[config.mk]
export PLATFORM = sky130hd
export DESIGN_NAME = lsu_split_access
export DESIGN_NICKNAME = d
export VERILOG_FILES = /design/src/rtl/lsu_pkg.sv /design/src/rtl/lsu_lane_align.sv /design/src/rtl/lsu_split_access.sv
export SDC_FILE = /design/constraint.sdc
export NUM_CORES = 1
export LEC_CHECK = 0
export CORE_ASPECT_RATIO = 1.25
export CORE_MARGIN = 8
export CORE_UTILIZATION = 48
export CTS_BUF_LIST = sky130_fd_sc_hd__clkbuf_8
export DETAILED_ROUTE_END_ITERATION = 7
export GPL_ROUTABILITY_DRIVEN = 0
export PLACE_DENSITY = 0.87
export SYNTH_ARGS = -nofsm -noshare
export SYNTH_HDL_FRONTEND = slang
export SYNTH_SLANG_ARGS = --single-unit
[constraint.sdc]
create_clock -name clk -period 2.3 [get_ports clk]
set_input_delay 0.575 -clock clk [delete_from_list [all_inputs] [get_ports clk]]
set_output_delay 0.575 -clock clk [all_outputs]
set_load 0.02 [all_outputs]
[src/rtl/lsu_pkg.sv]
`default_nettype none
// ============================================================================
// Module      : lsu_pkg
// Description : Shared constants, FSM state type and helper functions for the
//               split-access load/store unit.
// Revision    : 1.0 - initial release
// ============================================================================
package lsu_pkg;

    // RV32I load/store size and sign encodings
    localparam logic [2:0] F3_B  = 3'b000;
    localparam logic [2:0] F3_H  = 3'b001;
    localparam logic [2:0] F3_W  = 3'b010;
    localparam logic [2:0] F3_BU = 3'b100;
    localparam logic [2:0] F3_HU = 3'b101;

    typedef enum logic [1:0] {
        ST_IDLE = 2'd0,
        ST_ACC0 = 2'd1,
        ST_ACC1 = 2'd2,
        ST_RESP = 2'd3
    } state_t;

    // Access size in bytes; illegal encodings fall through to a word so the
    // lane math stays well defined even though no access is made.
    function automatic logic [2:0] size_of(input logic [2:0] f3);
        case (f3[1:0])
            2'b00:   size_of = 3'd1;
            2'b01:   size_of = 3'd2;
            default: size_of = 3'd4;
        endcase
    endfunction

    // Unsigned variants only exist for loads.
    function automatic logic is_legal(input logic [2:0] f3, input logic we);
        case (f3)
            F3_B, F3_H, F3_W: is_legal = 1'b1;
            F3_BU, F3_HU:     is_legal = ~we;
            default:          is_legal = 1'b0;
        endcase
    endfunction

endpackage
`default_nettype wire

[src/rtl/lsu_lane_align.sv]
`default_nettype none
// ============================================================================
// Module      : lsu_lane_align
// Description : Combinational byte-lane math: 8-lane enable mask across two
//               adjacent words, lane-shifted store data, and load extraction
//               with sign/zero extension.
// Revision    : 1.0 - initial release
// ============================================================================
module lsu_lane_align
    import lsu_pkg::*;
(
    input  logic [2:0]  f3_i,
    input  logic [1:0]  off_i,
    input  logic [31:0] wdata_i,
    input  logic [63:0] rdata64_i,
    output logic [7:0]  mask8_o,
    output logic [63:0] wide_wdata_o,
    output logic [31:0] load_data_o
);

    logic [2:0]  w_size;
    logic [7:0]  w_base_mask;
    logic [4:0]  w_shamt;
    logic [31:0] w_v;

    // Lane mask/data shifting and load extension from the current offset
    always_comb begin
        w_size = size_of(f3_i);
        case (w_size)
            3'd1:    w_base_mask = 8'h01;
            3'd2:    w_base_mask = 8'h03;
            default: w_base_mask = 8'h0F;
        endcase
        w_shamt      = {off_i, 3'b000};
        mask8_o      = w_base_mask << off_i;
        wide_wdata_o = {32'h0, wdata_i} << w_shamt;
        w_v          = 32'(rdata64_i >> w_shamt);
        case (f3_i)
            F3_B:    load_data_o = {{24{w_v[7]}}, w_v[7:0]};
            F3_H:    load_data_o = {{16{w_v[15]}}, w_v[15:0]};
            F3_W:    load_data_o = w_v;
            F3_BU:   load_data_o = {24'h0, w_v[7:0]};
            F3_HU:   load_data_o = {16'h0, w_v[15:0]};
            default: load_data_o = 32'h0;
        endcase
    end

endmodule
`default_nettype wire

[src/rtl/lsu_split_access.sv]
`default_nettype none
// ============================================================================
// Module      : lsu_split_access
// Description : Initiator-side load/store unit for a single-port byte-lane
//               data memory. Accesses crossing a word boundary are split into
//               two word-aligned memory cycles (or flagged as errors).
// Revision    : 1.0 - initial release
// ============================================================================
module lsu_split_access
    import lsu_pkg::*;
#(
    parameter bit ALLOW_MISALIGNED = 1'b1,
    parameter int ADDR_W           = 32
) (
    input  logic              clk,
    input  logic              reset,
    input  logic              req_valid,
    output logic              req_ready,
    input  logic              req_we,
    input  logic [2:0]        req_funct3,
    input  logic [ADDR_W-1:0] req_addr,
    input  logic [31:0]       req_wdata,
    output logic              resp_valid,
    output logic [31:0]       resp_rdata,
    output logic              resp_err,
    output logic              mem_write,
    output logic [3:0]        byte_en,
    output logic [ADDR_W-1:0] mem_addr,
    output logic [31:0]       mem_wdata,
    input  logic [31:0]       mem_rdata
);

    localparam logic [ADDR_W-1:0] c_WORD_STEP = ADDR_W'(4);

    state_t             state_q;
    logic               we_q;
    logic [2:0]         f3_q;
    logic [1:0]         off_q;
    logic [31:0]        wdata_q;
    logic [31:0]        lo_q;
    logic               ready_q;
    logic               resp_valid_q;
    logic [31:0]        resp_rdata_q;
    logic               resp_err_q;
    logic               mem_write_q;
    logic [3:0]         byte_en_q;
    logic [ADDR_W-1:0]  mem_addr_q;
    logic [31:0]        mem_wdata_q;

    logic               w_idle;
    logic [2:0]         w_f3;
    logic [1:0]         w_off;
    logic [31:0]        w_wdata;
    logic [63:0]        w_rd64;
    logic [7:0]         w_mask8;
    logic [63:0]        w_wide;
    logic [31:0]        w_load;
    logic               w_split;
    logic [ADDR_W-1:0]  w_base;

    // In IDLE the lane math looks at the incoming request so the first memory
    // cycle can be presented from registers right after the accept edge.
    always_comb begin
        w_idle  = (state_q == ST_IDLE);
        w_f3    = w_idle ? req_funct3     : f3_q;
        w_off   = w_idle ? req_addr[1:0]  : off_q;
        w_wdata = w_idle ? req_wdata      : wdata_q;
        w_rd64  = (state_q == ST_ACC1) ? {mem_rdata, lo_q} : {32'h0, mem_rdata};
        w_split = |w_mask8[7:4];
        w_base  = {req_addr[ADDR_W-1:2], 2'b00};
    end

    lsu_lane_align u_lane_align (
        .f3_i         (w_f3),
        .off_i        (w_off),
        .wdata_i      (w_wdata),
        .rdata64_i    (w_rd64),
        .mask8_o      (w_mask8),
        .wide_wdata_o (w_wide),
        .load_data_o  (w_load)
    );

    // Request/access/response sequencing with registered memory and core outputs
    always_ff @(posedge clk) begin
        if (reset) begin
            state_q      <= ST_IDLE;
            we_q         <= 1'b0;
            f3_q         <= 3'b000;
            off_q        <= 2'b00;
            wdata_q      <= 32'h0;
            lo_q         <= 32'h0;
            ready_q      <= 1'b1;
            resp_valid_q <= 1'b0;
            resp_rdata_q <= 32'h0;
            resp_err_q   <= 1'b0;
            mem_write_q  <= 1'b0;
            byte_en_q    <= 4'b0000;
            mem_addr_q   <= '0;
            mem_wdata_q  <= 32'h0;
        end else begin
            case (state_q)
                ST_IDLE: begin
                    if (req_valid) begin
                        we_q    <= req_we;
                        f3_q    <= req_funct3;
                        off_q   <= req_addr[1:0];
                        wdata_q <= req_wdata;
                        ready_q <= 1'b0;
                        if (!is_legal(req_funct3, req_we)) begin
                            state_q      <= ST_RESP;
                            resp_valid_q <= 1'b1;
                            resp_err_q   <= 1'b1;
                            resp_rdata_q <= 32'h0;
                        end else begin
                            state_q     <= ST_ACC0;
                            mem_addr_q  <= w_base;
                            byte_en_q   <= w_mask8[3:0];
                            mem_wdata_q <= w_wide[31:0];
                            // A disallowed split must never touch memory.
                            mem_write_q <= req_we & ~(w_split & ~ALLOW_MISALIGNED);
                        end
                    end
                end
                ST_ACC0: begin
                    lo_q <= mem_rdata;
                    if (w_split && !ALLOW_MISALIGNED) begin
                        state_q      <= ST_RESP;
                        mem_write_q  <= 1'b0;
                        byte_en_q    <= 4'b0000;
                        resp_valid_q <= 1'b1;
                        resp_err_q   <= 1'b1;
                        resp_rdata_q <= 32'h0;
                    end else if (w_split) begin
                        state_q     <= ST_ACC1;
                        mem_addr_q  <= mem_addr_q + c_WORD_STEP;
                        byte_en_q   <= w_mask8[7:4];
                        mem_wdata_q <= w_wide[63:32];
                        mem_write_q <= we_q;
                    end else begin
                        state_q      <= ST_RESP;
                        mem_write_q  <= 1'b0;
                        byte_en_q    <= 4'b0000;
                        resp_valid_q <= 1'b1;
                        resp_err_q   <= 1'b0;
                        resp_rdata_q <= we_q ? 32'h0 : w_load;
                    end
                end
                ST_ACC1: begin
                    state_q      <= ST_RESP;
                    mem_write_q  <= 1'b0;
                    byte_en_q    <= 4'b0000;
                    resp_valid_q <= 1'b1;
                    resp_err_q   <= 1'b0;
                    resp_rdata_q <= we_q ? 32'h0 : w_load;
                end
                default: begin
                    state_q      <= ST_IDLE;
                    resp_valid_q <= 1'b0;
                    resp_err_q   <= 1'b0;
                    resp_rdata_q <= 32'h0;
                    ready_q      <= 1'b1;
                end
            endcase
        end
    end

    assign req_ready  = ready_q;
    assign resp_valid = resp_valid_q;
    assign resp_rdata = resp_rdata_q;
    assign resp_err   = resp_err_q;
    assign mem_write  = mem_write_q;
    assign byte_en    = byte_en_q;
    assign mem_addr   = mem_addr_q;
    assign mem_wdata  = mem_wdata_q;

endmodule
`default_nettype wire

==> summary.md <==
| Metric | Value |
|---|---|
| Result of the run | complete, but fails checks |
| Failing checks | negative setup slack |
| Peak fanout along the critical path | 8 |
| Upper clock frequency limit | a little under 400 MHz |
| Launching element type of the critical path | flip-flop |
| Leakage power figure | 5.11 nW |
| Full die area | 25100 sq um |
| Total number of clock tree sinks | roughly 170 |
| Max clock buf depth | 2 |
| Overall power after layout | about 18 mW |
| Gate power share | between 60 and 70% |
| Post-detailed-route wirelength per cell | around 20 microns |
| WP data required | 2690 ps |
| Antenna violations before repair | 0 |
| Initial DRC count | 1054 |
| Internal | 10.0 mW |
| Clock input transition at the sequential cells of the worst setup and hold paths | 90 ps |
| Proportion of total power due to net switching | 43.1% |
| Worst rel slew slack | 43.5% |
| Antenna Violating Nets Remaining | 0 |
| Hold bufs inserted after CTS | 0 |
| Yosys top cell by area | dfxtp_1 |
| TritonCTS clock tree | yes |
| Setup repair after global routing missed its margin | true |
| CTS HTree Levels | 4 |
| CP Class | flip-flop to flip-flop |
| Capturing element type of the critical path | flip-flop |
| Finish-stage setup viols | 74 |
| Total congestion overflow after global routing | 0 |
| Starting density of the core | slightly below 50% |
| Post-Place Worst Slack | -682 ps |
| Sequential cell area fraction in the yosys report | 35.8% |
| Count of pins on the block boundary | 207 |
| Slew at the pin with the worst max-slew slack | 848 ps |
| Total via count in the routed design | 10.6k |
| Maximum resistive drop on vdd | 0.850 mV |
| Netlist cell types | 60 |
| Core region area | 20000 sq um |
| Worst-case clock skew | 9.91 ps |
| Via-per-instance ratio | 6.17 |
| Synth area leaders | dfxtp_1, mux2i_1, mux2_2, a21oi_1, nand2_1 |
| Area growth from synthesis to layout | 41.1% |
| Number of enable-type register cells in the synthesized netlist | 0 |
| Number of hold violations in the final report | 0 |
| Clock root cell | clkbuf_8 |
| Number of CTS-inserted buffers | 17 |
| Minimum period implied by the final worst setup slack | 2530 ps |
| Library cell with the highest instance count after synthesis | dfxtp_1 |
| Net count of the finished layout | 1545 |
| Leading cell types by count after synthesis | dfxtp_1, nand2_1, mux2i_1 |
| Design Area, Final | ~14000 sq um |
| Yosys warning total | 0 |
| Number of pins exceeding their max-slew limit in the final report | 0 |
| Count of mapped cells out of synthesis | between 1k and 1.5k |
| Clock network latency to the later pin of the worst-skew pair | 460 ps |
| Setup slack after layout | -234 ps |
| Floorplan die width | 143 microns |
| Placed inst area | roughly 13000 sq um |
| Core Rows | 58 |
| Overall die height | 175 microns |
| Pwr dens | 1280 nW/um^2 |
| Relative contribution of the clock network to total power | 12.8% |
| Vias in the first global route | 10.4k |
| Dpl hpwl | 24.0 mm |
| Post-synthesis instance area | slightly below 10000 sq um |
| Global-route wire length before repair | 53.2 mm |
| Class of the worst hold path | input pin to flip-flop |
| Routed wire length | approximately 35 mm |
| Aggregate global-route resource usage | roughly a quarter |
| Port buffer count | approximately 200 |
| Sw power | between 7 and 8 mW |
| Fraction of power consumed by sequential logic | 25.4% |
| Sum of negative setup slack | -6690 ps |
| Area share of the largest cell type after synthesis | 35.8% |
| Final-layout worst hold slack | around 450 ps |
| Share of synthesized registers carrying an async set or reset | 0% |
| Fraction of layout cells with a size suffix above 1 | 21.3% |
| Pin count of the biggest net entering global routing | 76 |
| Total of flip-flops plus latches after synthesis | ~170 |
| Residual DRC | 0 |
| Synthesized area per cell | ~8.3 sq um |
| Fin crit share | 110% |
| Drt first pass iters | 5 |
| Critical path data arrival time | 2930 ps |
| Maximum capacitance violations | 0 |
| Dominant register cell in the synthesized netlist | dfxtp_1 |
timing repair:
item | in CTS | in global routing
setup buffers | 3 | 8
resized for setup | 20 | 55
endpoints found under the setup margin | 57 | 74
pin swaps | 3 | 10
gates cloned | 1 | 3
cell type report:
type,instances,area [sq um]
Clock inverter,10,140
Antenna cell,1,2.50
Inverter,9,33.8
Tap cell,270,338
Sequential cell,174,3500
Timing Repair Buffer,346,3340
Clock buffer,19,262
Fill cell,1497,6310
Multi-Input combinational cell,888,6100
routing by layer:
layer,vias to the layer above,GRT usage [%],part of all wire (%)
met5,-,0,0
met3,132,5.76,8.7
met4,0,15.2,5.1
li1,4826,-,-
met1,4976,29.8,38
met2,660,43.8,49
cell families (layout without fill, tap and decap cells):
family                   after synthesis  count (layout)  synth area share (%)
flip-flops                           174             174                  35.8
adder cells (fa/ha/maj)                6               6                 0.772
multiplexers                         177             177                  19.3
AND/OR/NAND/NOR                      384             385                  18.1
buffers and inverters                107             384                  4.71
other                                  1               3                0.0386
AO/OA/AOI/OAI                        318             318                  21.2
power groups by stage:
stage          sequential [mW]  clock (mW)  combinational, mW
2_1_floorplan             5.05           0               5.33
3_3_place_gp              4.45           0               9.69
3_5_place_dp              4.47           0               9.92
4_1_cts                   4.42        2.26               10.2
5_1_grt                   4.57        2.38               11.5
6_report                  4.47        2.25               10.9
path summary, 6_finish.rpt:
path | from | end | slack [ps] | cells past startpoint
worst max-delay path | state_q[0] | resp_rdata[18] | -230 | 8
worst max register to register | state_q[0] | resp_rdata[18] | -230 | 8
worst min-delay path | reset | off_q[1] | 450 | 2
worst min register to register | wdata_q[27] | wdata_q[27] | 460 | 2
flip-flops by register name, summed over array words and instances, names as in the netlist, 2 cells and up:
name	cells
mem_addr	30
f3_q	3
lo_q	32
off_q	2
state_q	2
resp_rdata	32
byte_en	4
wdata_q	32
mem_wdata	32
through the flow:
| stage | instances | util (%) |
|---|---|---|
| 6_report | 1717 | 68.5 |
| 5_1_grt | 1716 | 68.5 |
| 4_1_cts | 1706 | 66.9 |
| 3_5_place_dp | 1673 | 64.3 |
| 3_3_place_gp | 1673 | 64.3 |
| 2_1_floorplan | 1168 | - |
critical path, stage by stage (launching register included):
cell	delay, ps
dfxtp_2	330
inv_2	70
ha_4	240
mux2_4	370
buf_6	130
a211o_1	300
a2111oi_4	480
and4_4	390
a221o_1	150
placed cells by master (no fill, tap or decap), types with 13 or more instances in the layout:
master,instances
a21oi_1,98
a221o_1,16
a22o_1,23
a22oi_1,35
and2_1,13
buf_12,14
buf_4,123
clkbuf_8,19
clkdlybuf4s50_1,203
dfxtp_1,162
mux2_2,60
mux2i_1,107
nand2_1,136
nand3_1,36
nor2_1,92
nor3_1,36
o21ai_0,32
o21ai_1,18
o22ai_1,26
No activity file was read; power rests on OpenSTA's default activity.
